File: src/rtl/better_neighbor_scan_pkg.sv
// Shared definitions for the better-neighbour scan and its consumer (rngAddress).
package better_neighbor_scan_pkg;

    // Scan controller states
    typedef enum logic [1:0] {
        ST_IDLE  = 2'd0,
        ST_SCAN  = 2'd1,
        ST_DRAIN = 2'd2,
        ST_DONE  = 2'd3
    } scan_state_t;

    // Default neighbour cost width
    localparam int COST_W = 16;

    // Width of counts, neighbour addresses and list slots; rngAddress uses the same width
    localparam int CNT_AW = 16;

endpackage

File: src/rtl/better_list_buf.sv
// Better-neighbour index list: a MAX_BETTER-deep register file written in order,
// with a saturating write pointer, sticky overflow flag and a bounded lookup port.
module better_list_buf #(
    parameter int MAX_BETTER = 16
) (
    input  logic        clock,
    input  logic        nreset,
    input  logic        i_clr,
    input  logic        i_wr,
    input  logic [15:0] i_idx,
    input  logic [15:0] i_sel,
    output logic [15:0] o_count,
    output logic        o_overflow,
    output logic [15:0] o_sel_neighbor
);
    import better_neighbor_scan_pkg::*;

    localparam int CNT_W = $clog2(MAX_BETTER) + 1;
    localparam int IDX_W = (MAX_BETTER > 1) ? $clog2(MAX_BETTER) : 1;
    localparam logic [CNT_W-1:0] MAX_CNT = CNT_W'(MAX_BETTER);

    logic [CNT_W-1:0]  r_cnt;
    logic              r_ovf;
    logic [15:0]       r_list [MAX_BETTER];
    logic              w_has_room;
    logic [CNT_AW-1:0] w_cnt_ext;

    assign w_has_room = (r_cnt < MAX_CNT);
    assign w_cnt_ext  = {{(CNT_AW-CNT_W){1'b0}}, r_cnt};

    // Write pointer and sticky overflow; a full list drops further indices
    always_ff @(posedge clock) begin
        if (!nreset) begin
            r_cnt <= '0;
            r_ovf <= 1'b0;
        end else if (i_clr) begin
            r_cnt <= '0;
            r_ovf <= 1'b0;
        end else if (i_wr) begin
            if (w_has_room) begin
                r_cnt <= r_cnt + CNT_W'(1);
            end else begin
                r_ovf <= 1'b1;
            end
        end
    end

    // List storage; contents are don't-care after reset so they carry no reset
    always_ff @(posedge clock) begin
        if (nreset && !i_clr && i_wr && w_has_room) begin
            r_list[r_cnt[IDX_W-1:0]] <= i_idx;
        end
    end

    assign o_count        = w_cnt_ext;
    assign o_overflow     = r_ovf;
    // Slots at or beyond the count read as zero so stale entries never leak out
    assign o_sel_neighbor = (i_sel < w_cnt_ext) ? r_list[i_sel[IDX_W-1:0]] : 16'd0;

endmodule

File: src/rtl/better_neighbor_scan.sv
// Scans all neighbour costs from a synchronous-read memory and collects the
// indices of neighbours strictly cheaper than the cost latched at scan start.
//
//   state    | meaning
//   ---------+-----------------------------------------------------------
//   ST_IDLE  | waiting for start_scan; previous count still visible
//   ST_SCAN  | issuing neighbour addresses 0..NUM_NEIGHBORS-1
//   ST_DRAIN | reads finished, waiting for the compare pipeline to empty
//   ST_DONE  | results valid, done_scan high until start_scan drops
module better_neighbor_scan #(
    parameter int NUM_NEIGHBORS = 8,
    parameter int MAX_BETTER    = 16,
    parameter int COST_W        = better_neighbor_scan_pkg::COST_W
) (
    input  logic              clock,
    input  logic              nreset,
    input  logic              start_scan,
    input  logic [COST_W-1:0] current_cost,
    output logic [15:0]       nb_addr,
    output logic              nb_rd_en,
    input  logic [COST_W-1:0] nb_cost,
    output logic [15:0]       betterNeighborCount,
    output logic              overflow,
    output logic              done_scan,
    input  logic [15:0]       sel_index,
    output logic [15:0]       sel_neighbor
);
    import better_neighbor_scan_pkg::*;

    localparam logic [CNT_AW-1:0] LAST_ADDR = CNT_AW'(NUM_NEIGHBORS - 1);

    scan_state_t       r_state, w_state_nxt;
    logic [CNT_AW-1:0] r_addr, w_addr_nxt;
    logic              r_rd_en, w_rd_en_nxt;
    logic              r_done, w_done_nxt;
    logic              w_accept;

    logic [COST_W-1:0] r_cost_lat;
    logic              r_rd_d;
    logic [CNT_AW-1:0] r_addr_d;
    logic              r_cmp_vld;
    logic [CNT_AW-1:0] r_cmp_addr;
    logic [COST_W-1:0] r_cost_q;
    logic              w_better;

    // State register and registered memory-interface/done outputs
    always_ff @(posedge clock) begin
        if (!nreset) begin
            r_state <= ST_IDLE;
            r_addr  <= '0;
            r_rd_en <= 1'b0;
            r_done  <= 1'b0;
        end else begin
            r_state <= w_state_nxt;
            r_addr  <= w_addr_nxt;
            r_rd_en <= w_rd_en_nxt;
            r_done  <= w_done_nxt;
        end
    end

    // Next-state and output decode
    always_comb begin
        w_state_nxt = r_state;
        w_addr_nxt  = r_addr;
        w_rd_en_nxt = r_rd_en;
        w_done_nxt  = r_done;
        w_accept    = 1'b0;
        case (r_state)
            ST_IDLE: begin
                if (start_scan) begin
                    w_accept    = 1'b1;
                    w_addr_nxt  = '0;
                    w_rd_en_nxt = 1'b1;
                    w_done_nxt  = 1'b0;
                    w_state_nxt = ST_SCAN;
                end
            end
            ST_SCAN: begin
                if (r_addr < LAST_ADDR) begin
                    w_addr_nxt  = r_addr + CNT_AW'(1);
                    w_rd_en_nxt = 1'b1;
                end else begin
                    w_rd_en_nxt = 1'b0;
                    w_state_nxt = ST_DRAIN;
                end
            end
            ST_DRAIN: begin
                // Last read datum has moved into the compare stage; it is written this edge
                if (!r_rd_d) begin
                    w_done_nxt  = 1'b1;
                    w_state_nxt = ST_DONE;
                end
            end
            ST_DONE: begin
                if (!start_scan) begin
                    w_done_nxt  = 1'b0;
                    w_state_nxt = ST_IDLE;
                end
            end
            default: begin
                w_state_nxt = ST_IDLE;
            end
        endcase
    end

    // Reference cost captured once per scan so later current_cost changes are ignored
    always_ff @(posedge clock) begin
        if (!nreset) begin
            r_cost_lat <= '0;
        end else if (w_accept) begin
            r_cost_lat <= current_cost;
        end
    end

    // Compare pipeline: align the returned datum with its address, then register it
    always_ff @(posedge clock) begin
        if (!nreset) begin
            r_rd_d     <= 1'b0;
            r_addr_d   <= '0;
            r_cmp_vld  <= 1'b0;
            r_cmp_addr <= '0;
            r_cost_q   <= '0;
        end else begin
            r_rd_d     <= r_rd_en;
            r_addr_d   <= r_addr;
            r_cmp_vld  <= r_rd_d;
            r_cmp_addr <= r_addr_d;
            r_cost_q   <= nb_cost;
        end
    end

    assign w_better = r_cmp_vld && (r_cost_q < r_cost_lat);

    better_list_buf #(
        .MAX_BETTER (MAX_BETTER)
    ) u_list (
        .clock          (clock),
        .nreset         (nreset),
        .i_clr          (w_accept),
        .i_wr           (w_better),
        .i_idx          (r_cmp_addr),
        .i_sel          (sel_index),
        .o_count        (betterNeighborCount),
        .o_overflow     (overflow),
        .o_sel_neighbor (sel_neighbor)
    );

    assign nb_addr   = r_addr;
    assign nb_rd_en  = r_rd_en;
    assign done_scan = r_done;

endmodule

File: config.mk
export PLATFORM = sky130hd
export DESIGN_NAME = better_neighbor_scan
export DESIGN_NICKNAME = d
export VERILOG_FILES = /design/src/rtl/better_neighbor_scan_pkg.sv /design/src/rtl/better_list_buf.sv /design/src/rtl/better_neighbor_scan.sv
export SDC_FILE = /design/constraint.sdc
export NUM_CORES = 1
export LEC_CHECK = 0
export ABC_AREA = 1
export BUFFER_PORTS_ARGS = -buffer_cell sky130_fd_sc_hd__clkbuf_2
export CAP_MARGIN = 0
export CORE_ASPECT_RATIO = 1.75
export CORE_MARGIN = 10
export CORE_UTILIZATION = 52
export CTS_CLUSTER_SIZE = 10
export DETAILED_ROUTE_END_ITERATION = 10
export PLACE_DENSITY = 0.73
export RECOVER_POWER = 100
export SLEW_MARGIN = 10
export SYNTH_ARGS = -nofsm -noshare
export SYNTH_HDL_FRONTEND = slang
export SYNTH_SLANG_ARGS = --single-unit
File: constraint.sdc
create_clock -name clock -period 2.8 [get_ports clock]
set_input_delay 0.28 -clock clock [delete_from_list [all_inputs] [get_ports clock]]
set_output_delay 0.28 -clock clock [all_outputs]
set_load 0.02 [all_outputs]
After elaboration in Yosys (flattened, before gate mapping):

Memory sizes are Yosys's and may differ from the RTL's.
Cells that the tools add are included.

* $add $sub $neg: 2
* magnitude comparators: 4
* equality and inequality tests: 8
* muxes and demuxes: 20
* bitwise logic cells: 2
* reduce and logical (&&, ||, !) cells: 15

Operators by type and width (number)
* $mux 16: 3
* $pmux 16 s2: 1
* $add 16x1->16 const B: 1
* $lt 16x16->1: 1
* $lt 16x3->1 const B: 1
* $lt 16x5->1: 1
* $ne 2x2->1 const B: 5
* $mux 1: 9
* $mux 2: 4
* $pmux 2 s4: 1
* $reduce_and 4->1: 2
* $reduce_and 2->1: 3
* $add 5x1->5 const B: 1
* $lt 5x5->1 const B: 1
* $eq 2x2->1 const B: 2
* $logic_and 1x1->1: 4
* $pmux 1 s3: 1
* $reduce_and 3->1: 1
* $reduce_bool 3->1: 1
* $eq 2x1->1 const B: 1
* $logic_not 2->1: 1
* $not 1->1: 2
* $pmux 1 s2: 1
* $reduce_bool 2->1: 1
* 2 further kinds: 2

* bits in registers: 92
* RAM bits: 256
* bits of input ports: 51
* output and inout bits: 51
* word-level logic and storage cells: 64
* memories kept: 1

Memories
* u_list.r_list: depth 16, width 16, rd ports 1, clocked after Yosys merged registers in 0, wr ports 1, RTL line better_list_buf.sv:24 `logic [15:0] r_list [MAX_BETTER];`

Logic depth before layout (Yosys ltp):

* depth after elaboration: 8
* gate-level depth with buffers: 13

By module:

From an unflattened synthesis, not the netlist that was laid out.

* cells, all modules: 1313
* area total of the unflattened synthesis: 13973.4 um^2

Modules (own cells, without submodules)
* better_list_buf: instances 1, cells each 925, area an instance 10791.6 um^2
* better_neighbor_scan: instances 1, cells each 388, area an instance 3181.8 um^2

Worst setup path after synthesis:

No wires, ideal clock.

* path type: register -> register
* from: register r_cost_lat[15]
* to: memory u_list.r_list[10][0], enable pin
* library setup time: 0.409 ns
* arrival time: 2.584 ns
* data required time: 2.391 ns
* slack: -0.194 ns
* cell stages (with the launch flop): 11
* buffers on the path: 1
* clock period less this slack: 2.994 ns
* cells stage by stage: dfxtp_1 inv_1 ha_1 nand2_1 nand2_1 nor2_1 nand3_1 nor2_4 nand4_4 buf_6 nor3_1

* cells in the longest elaborated chain, start to end: 6

Ends and longest elaborated chain
* start, declared: RTL line better_neighbor_scan.sv:38 `logic [COST_W-1:0] r_cost_lat;`
* start signal, assigned: RTL line better_neighbor_scan.sv:111 `r_cost_lat <= current_cost;`
* $lt 16x16->1: RTL line better_neighbor_scan.sv:132 `assign w_better = r_cmp_vld && (r_cost_q < r_cost_lat);`
* $logic_and 1x1->1: RTL line better_neighbor_scan.sv:132
* $logic_and 1x1->1 (2 in series): RTL line better_list_buf.sv:50 `if (nreset && !i_clr && i_wr && w_has_room) begin`
* $mux 1: RTL line better_list_buf.sv:50
* $mux 1 (implied by the code): RTL line better_list_buf.sv:51 `r_list[r_cnt[IDX_W-1:0]] <= i_idx;`
* end, declared: RTL line better_list_buf.sv:24

No other way between the ends.

Final worst setup path:

* from: register u_list.r_cnt[3]
* to: output sel_neighbor[2]

* cells in the longest elaborated chain, start to end: 2

Ends and longest elaborated chain
* start, declared: RTL line better_list_buf.sv:22 `logic [CNT_W-1:0] r_cnt;`
* start signal, assigned: RTL line better_list_buf.sv:41 `r_cnt <= r_cnt + CNT_W'(1);`
* $lt 16x5->1: RTL line better_list_buf.sv:58 `assign o_sel_neighbor = (i_sel < w_cnt_ext) ? r_list[i_sel[IDX_W-1:0]] : 16'd0;`
* $mux 16: RTL line better_list_buf.sv:58
* end, declared: RTL line better_neighbor_scan.sv:26 `output logic [15:0] sel_neighbor`

No other way between the ends.

==> run metrics <==
Die X 145 um; DRC 0; Final Util 60.8%; Synth Warn # 0; P_leak 6.80 nW; DRT antenna net count 0; Cell variety after synth 34; routability cong. 0.842; CP arrival 2.37 ns; routed vias/inst 5.44; # H-tree levels 2; Fin. Hold Viols 0; cell row count 79; initial antenna violation count 0; register area share after synthesis 67.3%; worst skew pair latency 0.52 ns; fraction of registers with async set/reset 0%; final std cell area, no fill 16,200 um2; Pre-antenna DRT Iters 8; Critical Path End Type primary output; Top Ports 102; clk sinks 348; WHS Endpoint r_cost_lat[12]; vias in the first global route 9,799; met1 GRT Util 20.9%; Reg clk slew, reported paths 0.06 ns; pre-CTS WS 0.295 ns; Avg Cell Area, Syn 11.0 um2; Power Density 685 nW/um2; status completed; Cells after DPL 1,685; Total GRT Usage 19.1%; worst reg2reg path depth 10; crit share post-route 94.5%; met3 global-route usage 3.94%; setup ws final 0.154 ns; Most Crowded Layer GR met2; first-pass GRT wire length 51,300 um; EDFF count, synth 256; GRT overflow 0; pin count of the biggest net entering global routing 92; HP Start current_cost[12]; total power 11.1 mW; wire length per cell 18.6 um; top-count cell post-synth edfxtp_1; Post-layout nets 1,498; Buffers on Ports 90; Max Cap Violations 0; setup violators final 0; synthesized flop and latch total 348; worst flop-to-flop path endpoint u_list.r_list[4][4]; synthesized cell area 14,200 um2; CTS Root Cell clkbuf_16; cell taking the most area after synthesis edfxtp_1; setup TNS 0 ns; Starting Density 53.0%; Layout Cells excl Fill 1,755; CTS tree yes; Die Span Y 238 um; R2R Path Start r_cost_lat[15]; max_slew headroom 18.6%; commonest register cell after synthesis edfxtp_1; Worst Path Required 2.52 ns; R2R setup slack 0.23 ns; Hold Slack 0.0435 ns; share of cells above drive strength 1 11.7%; RSZ-0062 raised after global routing false; Peak supply drop 0.543 mV; Slew Limit Fails 0; Final min period 2.65 ns; CP max FO 16; Core ar. 26,700 um2; Final HPWL DP 21,000 um; TritonCTS buffer count 40; Tightest Pin Transition 1.22 ns; Placed Area 15,100 um2; top cells by area, synth edfxtp_1 (54%), dfxtp_1 (13%), inv_1 (5.4%), nand2_1 (4.6%), a21oi_1 (4.4%); commonest cells in the netlist edfxtp_1 (256), inv_1 (203), nand2_1 (173); critical setup path kind reg2out; fillers 2,101; n_diodes 0; worst min-delay path class in2reg; clk buf depth 3; CP startpoint kind flip-flop; area delta synth->final 14.7%; synthesized instance count 1,291; detailed-route via count 9,547; FMAX 378 MHz; M2 GR Usage 33.5%; final wirelength 32,700 um; Die ar. 34,500 um2; clk_skew 0.00978 ns; DR iter-0 viols 728; Hold Path Depth 3; post-synth top area share 54.3%
-- worst max-delay path by stage --
stage	start	endpoint	cells past startpoint
after global placement	r_cost_lat[9]	u_list.r_list[4][11]	10
after detailed placement	r_cost_lat[9]	u_list.r_list[2][10]	10
after floorplan	r_cost_lat[15]	u_list.r_list[10][0]	10
after global routing	u_list.r_cnt[3]	sel_neighbor[12]	9
after CTS	u_list.r_cnt[1]	sel_neighbor[12]	10
final	u_list.r_cnt[3]	sel_neighbor[2]	9
-- logic make-up (layout without fill, tap and decap cells) --
kind of cell / Yosys count / in the layout / synth area share [%]
flip-flops: 348 / 348 / 67.3
AND/OR/NAND/NOR: 307 / 307 / 9.10
adder cells (fa/ha/maj): 28 / 28 / 2.48
buffers and inverters: 279 / 409 / 8.20
AO/OA/AOI/OAI: 309 / 309 / 11.5
other: 1 / 11 / 0.0265
multiplexers: 19 / 19 / 1.34
-- critical path, stage by stage (launching register included) --
cell	delay, ns
dfxtp_1	0.43
inv_1	0.14
ha_1	0.35
a21oi_1	0.15
nand2_1	0.07
nand2_1	0.09
nand4_2	0.11
buf_6	0.20
nor2_1	0.11
clkbuf_2	0.19
-- cell usage in the layout, fill, tap and decap left out, types with 2 or more instances in the layout --
master         instances
a21oi_1              125
buf_12                 3
buf_2                 15
buf_4                 18
buf_6                  2
clkbuf_1              36
clkbuf_16             40
clkbuf_2              64
clkbuf_4               8
conb_1                11
dfxtp_1               91
dlygate4sd3_1         16
edfxtp_1             256
ha_1                  28
inv_1                203
mux2i_1               19
nand2_1              173
nand3_1               27
nand4_1                6
nor2_1                75
nor3_1                10
nor3_2                 6
nor4_1                 3
o211ai_1              20
o21a_1                 2
o21ai_0              112
o21ai_1               36
o22ai_1               11
-- power by group --
part | leakage [nW] | switching (mW) | internal (mW) | total [mW]
registers | 3.22 | 0.0616 | 5.60 | 5.66
logic | 3.05 | 0.683 | 0.348 | 1.03
clock network | 0.525 | 1.82 | 2.61 | 4.42
-- state kept, by name, summed over array words and instances (netlist names) --
signal / flops
r_state: 2
nb_addr: 16
r_addr_d: 16
u_list.o_overflow: 1
u_list.r_list: 256
u_list.r_cnt: 5
done_scan: 1
r_cost_q: 16
r_rd_d: 1
nb_rd_en: 1
r_cost_lat: 16
r_cmp_addr: 16
r_cmp_vld: 1
-- routing by layer --
layer / vias to the layer above / wire, um / part of all wire (%)
met2: 343 / 16800 / 51
met1: 4507 / 12200 / 37
met3: 98 / 2080 / 6.4
li1: 4599 / - / -
met4: 0 / 1580 / 4.8
met5: - / 0 / 0
-- layout make-up --
cell class | count | area [um2] | area share [%]
well taps | 324 | 405 | 2.50
inverters | 204 | 766 | 4.72
flip-flops and latches | 348 | 9530 | 58.7
clock buffers | 52 | 1060 | 6.51
clock inverters | 2 | 25.0 | 0.154
repair buffers | 151 | 927 | 5.71
multi-input cells | 674 | 3520 | 21.7
-- repair_timing --
item	4_1_cts	5_1_grt
setup endpoints to repair	0	16
hold buffers	16	0
gates resized for setup	0	8
setup buffers	0	0
endpoints found under the hold margin	16	0
Note: power is estimated with default switching activity, not from simulation.
